==> config.mk <==
export PLATFORM = sky130hd
export DESIGN_NAME = hazard_ctrl
export DESIGN_NICKNAME = d
export VERILOG_FILES = /design/src/rtl/hazard_ctrl.sv
export SDC_FILE = /design/constraint.sdc
export NUM_CORES = 1
export LEC_CHECK = 0
export ABC_AREA = 1
export ABC_CLOCK_PERIOD_IN_PS = 1340
export CORE_UTILIZATION = 36
export DETAILED_ROUTE_END_ITERATION = 7
export GPL_TIMING_DRIVEN = 0
export PLACE_DENSITY = 0.79
export SLEW_MARGIN = 5
export SYNTH_ARGS = -nofsm -noshare
export SYNTH_HDL_FRONTEND = slang
export SYNTH_SLANG_ARGS = --single-unit
==> constraint.sdc <==
create_clock -name CLK -period 1.34 [get_ports CLK]
set_input_delay 0.268 -clock CLK [delete_from_list [all_inputs] [get_ports CLK]]
set_output_delay 0.268 -clock CLK [all_outputs]
set_load 0.02 [all_outputs]
==> src/rtl/hazard_ctrl.sv <==
// hazard_ctrl: MIPS 5-stage hazard, forwarding and data-memory wait-state control.
// Optional HAZARD_PERF_CNT_EN adds saturating stall/flush performance counters.
module hazard_ctrl #(
  parameter int TIMEOUT = 16,
  parameter int CNT_W = 32
) (
  input  logic             CLK,
  input  logic             RST,
  input  logic [4:0]       RsD,
  input  logic [4:0]       RtD,
  input  logic [4:0]       RsE,
  input  logic [4:0]       RtE,
  input  logic [4:0]       WriteRegE,
  input  logic [4:0]       WriteRegM,
  input  logic [4:0]       WriteRegW,
  input  logic             RegWriteE,
  input  logic             RegWriteM,
  input  logic             RegWriteW,
  input  logic             MemtoRegE,
  input  logic             MemtoRegM,
  input  logic             BranchD,
  input  logic             MemReqM,
  input  logic             MemReadyM,
  output logic             StallF,
  output logic             StallD,
  output logic             StallE,
  output logic             StallM,
  output logic             FlushE,
  output logic             FlushW,
  output logic             ForwardAD,
  output logic             ForwardBD,
  output logic [1:0]       ForwardAE,
  output logic [1:0]       ForwardBE,
  output logic             MemErr
`ifdef HAZARD_PERF_CNT_EN
  ,
  output logic [CNT_W-1:0] StallCnt,
  output logic [CNT_W-1:0] FlushCnt
`endif
);
  localparam int WW = $clog2(TIMEOUT);
  localparam logic [WW-1:0] LAST = WW'(TIMEOUT - 1);
  typedef enum logic [1:0] {RUN, WAIT, ERR} state_t;
  state_t state, state_next;
  logic [WW-1:0] wcnt, wcnt_next;
  logic memstall, lwstall, brstall;
  // register 0 never produces a match
  function automatic logic hit(input logic [4:0] src, input logic [4:0] dst);
    return (src != 5'd0) && (src == dst);
  endfunction
  assign ForwardAE = (RegWriteM && hit(RsE, WriteRegM)) ? 2'b10 :
                     (RegWriteW && hit(RsE, WriteRegW)) ? 2'b01 : 2'b00;
  assign ForwardBE = (RegWriteM && hit(RtE, WriteRegM)) ? 2'b10 :
                     (RegWriteW && hit(RtE, WriteRegW)) ? 2'b01 : 2'b00;
  assign ForwardAD = RegWriteM && hit(RsD, WriteRegM);
  assign ForwardBD = RegWriteM && hit(RtD, WriteRegM);
  assign lwstall = MemtoRegE && (hit(RsD, RtE) || hit(RtD, RtE));
  assign brstall = BranchD &&
                   ((RegWriteE && (hit(RsD, WriteRegE) || hit(RtD, WriteRegE))) ||
                    (MemtoRegM && (hit(RsD, WriteRegM) || hit(RtD, WriteRegM))));
  always_comb begin
    state_next = state;
    wcnt_next = wcnt;
    memstall = 1'b0;
    unique case (state)
      RUN: begin
        memstall = MemReqM && !MemReadyM;
        if (memstall) begin
          state_next = WAIT;
          wcnt_next = WW'(1);
        end
      end
      WAIT: begin
        memstall = !MemReadyM;
        if (MemReadyM) begin
          state_next = RUN;
          wcnt_next = '0;
        end else if (wcnt == LAST) state_next = ERR;
        else wcnt_next = wcnt + WW'(1);
      end
      ERR: memstall = 1'b1;
      default: state_next = RUN;
    endcase
  end
  always_ff @(posedge CLK) begin
    if (!RST) begin
      state <= RUN;
      wcnt <= '0;
    end else begin
      state <= state_next;
      wcnt <= wcnt_next;
    end
  end
  assign StallF = lwstall || brstall || memstall;
  assign StallD = StallF;
  assign StallE = memstall;
  assign StallM = memstall;
  assign FlushW = memstall;
  // a memory stall freezes E rather than inserting a bubble
  assign FlushE = (lwstall || brstall) && !memstall;
  assign MemErr = (state == ERR);
`ifdef HAZARD_PERF_CNT_EN
  always_ff @(posedge CLK) begin
    if (!RST) begin
      StallCnt <= '0;
      FlushCnt <= '0;
    end else begin
      if (StallF && !(&StallCnt)) StallCnt <= StallCnt + CNT_W'(1);
      if (FlushE && !(&FlushCnt)) FlushCnt <= FlushCnt + CNT_W'(1);
    end
  end
`endif
endmodule
==> results of run 1 <==
## layer usage
metal | up-vias | share of wire [%]
li1 | 714 | -
met1 | 703 | 39
met2 | 51 | 56
met3 | 10 | 3.9
met4 | 0 | 1.8
met5 | - | 0
## area by class of cell
type,count,area share (%)
Timing Repair Buffer,79,32.2
Clock buffer,3,0.946
Sequential cell,6,5.47
Multi-Input combinational cell,145,53.8
Buffer,8,3.63
Tap cell,31,1.63
Inverter,13,2.36
## through the flow
stage / TNS, ns / hold WS [ns] / power, mW / utilization [%] / cell area, um2
floorplan: -0.348 / 0.419 / 0.510 / - / 1260
global placement: -14.40 / 0.491 / 0.740 / 64.4 / 1820
detailed placement: -14.59 / 0.502 / 0.748 / 64.4 / 1820
CTS: -2.72 / 0.473 / 1.02 / 76.6 / 2170
global route: -3.96 / 0.531 / 1.18 / 84.2 / 2380
finish: -3.11 / 0.507 / 1.10 / 84.2 / 2380
## path summary, 6_finish.rpt
kind / startpoint / to / slack [ns] / cells past startpoint
hold reg to reg: wcnt[0] / wcnt[0] / 0.51 / 2
setup / recovery: RsD[3] / StallF / -0.42 / 13
hold / removal: wcnt[0] / wcnt[0] / 0.51 / 2
setup reg to reg: state[1] / wcnt[3] / 0.04 / 8
## flip-flops by register name (all words and copies together) (netlist names)
| register | flops |
|---|---|
| wcnt | 4 |
| state | 2 |
## timing repair
action                                 in CTS  in global routing
endpoints found under the hold margin       0                  0
setup endpoints to repair                  16                 17
pin swaps                                  58                 35
resized for setup                         257                 60
setup buffers                              21                  7
gates cloned                                0                  0
## synth_stat cells
master / instances
o21ai_1: 2
a211oi_1: 1
nand2_2: 1
buf_2: 5
o22ai_1: 1
a21oi_2: 1
xor2_1: 17
nand4_1: 2
nand2_1: 29
xnor2_1: 30
nor2_2: 3
nor3_1: 5
ha_1: 1
buf_4: 3
or2_1: 2
o21ai_0: 3
nor4_1: 3
a21oi_1: 4
nand3_1: 7
nor3_2: 2
nor2_1: 29
nor4_2: 1
dfxtp_1: 6
nor4_4: 1
inv_1: 13
## critical path, stage by stage
cell and delay [ns]:
buf_8 0.10, buf_6 0.11, xnor2_2 0.11, nand2_1 0.08, nor2_2 0.15, nand2_2 0.09
nand2_2 0.08, nand2_1 0.05, nand2_1 0.07, nand2_2 0.09, nand3_4 0.10, buf_6 0.10
buf_6 0.10
## kinds of logic (layout without fill, tap and decap cells)
| family | Yosys count | count (layout) | synth area share (%) |
|---|---|---|---|
| flip-flops | 6 | 6 | 10.8 |
| XOR/XNOR | 47 | 47 | 37.1 |
| AND/OR/NAND/NOR | 85 | 85 | 36.1 |
| buffers and inverters | 21 | 103 | 8.69 |
| adder cells (fa/ha/maj) | 1 | 1 | 1.13 |
| AO/OA/AOI/OAI | 12 | 12 | 6.10 |
## where the power goes
group / switching, mW / internal [mW]
clock: 0.0634 / 0.101
combinational: 0.341 / 0.401
sequential: 0.0116 / 0.186
## layout by cell type, fill, tap and decap left out, drive strengths merged
master,netlist,routed
dfxtp,6,6
o21ai,5,5
a211oi,1,1
clkbuf,0,7
a21oi,5,5
xnor2,30,30
xor2,17,17
clkdlybuf4s50,0,6
nor3,7,7
nor4,5,5
dlygate4sd2,0,3
nor2,32,32
ha,1,1
nand3,7,7
nand4,2,2
or2,2,2
inv,13,13
o22ai,1,1
clkdlybuf4s15,0,1
buf,8,73
nand2,30,30
==> metrics, run 1 <==
fillers=148; post-synthesis cell type count=25; Final HPWL DP=2580 um; Synth top area share=23.7%; clock slew at reported path FFs=0.04 ns; # port buffers=52; Slew Limit Fails=0; Startpoint Class=primary input; Worst Setup Path Type=primary input to primary output; Via density=5.19; Max Cap Violations=0; Worst Path Max Fanout=3; met2 Usage GRT=48.5%; later-pin clock latency in the skew report=0.24 ns; Chip Height=57.5 um; initial antenna violation count=0; drt pass-1 iters=6; post-place setup slack=-1.36 ns; Hold Vio Cnt, Final=0; CP Capture Type=primary output; worst min path class=register to register; worst vdd ir=0.000298 V; Synth Register Bits=6; DIE WIDTH=57.5 um; # rows=19; M1 GR Usage=23.9%; Layout Nets=302; CTS tree=built; I/O pin cnt=58; Root Driver=clkbuf_4; global routing's busiest layer=met2; Placed Cells=255; diode count=0; Hold-fix buffers, CTS=0; f_max=567 MHz; Tcrit/Tclk final=132%; Max-slew headroom=76.6%; Area Overhead vs Synth=115%; GPL Wtd Cong=0.798; area of the multi-input gates=1280 um2; WP data arrival=1.49 ns; leakage=1.04 nW; met3 track demand over resource=3.85%; Synth Cell Area=1110 um2; synthesized area per cell=6.45 um2; RSZ-0062 raised after global routing=yes; number of global-route vias before repair=1447; Reg area=130 um2; final setup fails=12; share of cells above drive strength 1=60.6%; Post-Layout Cell Count=285; worst setup margin=-0.423 ns; number of H-tree levels=1; syn nets=218; initial core utilization=39.2%; ANT nets after route=0; Clock Skews=0.00859 ns; GRT Util Overall=23.4%; Seq/Total Area, Yosys=10.8%; Cell Pwr Density=464 nW/um2; status=finished with violations; Required @ worst endpoint=1.07 ns; # clock sinks=6; Core Region=2830 um2; minimum clock period=1.76 ns; detailed-route wire length=4310 um; Synth area leader=xnor2_1; initial DRC count=28; Vias=1478; Inserted Clock Buffers=3; Synth Instances=172; Die Area=3310 um2; synth top area cells=xnor2_1, xor2_1, dfxtp_1; total of warnings raised by yosys=0; grt total ovfl=0; largest net degree at the start of global routing=7; worst slew pin tran=0.348 ns; failing checks=design-rule violations, negative setup slack; Clock Path Buffers=2; DRC Markers=3; DR WL/cell=15.1 um; first-pass GRT wire length=6070 um
Power figures use the tool's default switching activity.
==> run 2, diff against run 1 <==
--- a/config.mk
+++ b/config.mk
@@ -10,6 +10,7 @@
 export CORE_UTILIZATION = 36
 export DETAILED_ROUTE_END_ITERATION = 7
 export GPL_TIMING_DRIVEN = 0
+export HOLD_SLACK_MARGIN = 0.02
 export PLACE_DENSITY = 0.79
 export SLEW_MARGIN = 5
 export SYNTH_ARGS = -nofsm -noshare
==> results of run 2 <==
No change in the layout: final DEF, timing and power equal those of run 1.
==> run 3, diff against run 2 <==
--- a/config.mk
+++ b/config.mk
@@ -7,6 +7,7 @@
 export LEC_CHECK = 0
 export ABC_AREA = 1
 export ABC_CLOCK_PERIOD_IN_PS = 1340
+export CAP_MARGIN = 10
 export CORE_UTILIZATION = 36
 export DETAILED_ROUTE_END_ITERATION = 7
 export GPL_TIMING_DRIVEN = 0
==> results of run 3 <==
No change in the layout: final DEF, timing and power equal those of run 1.
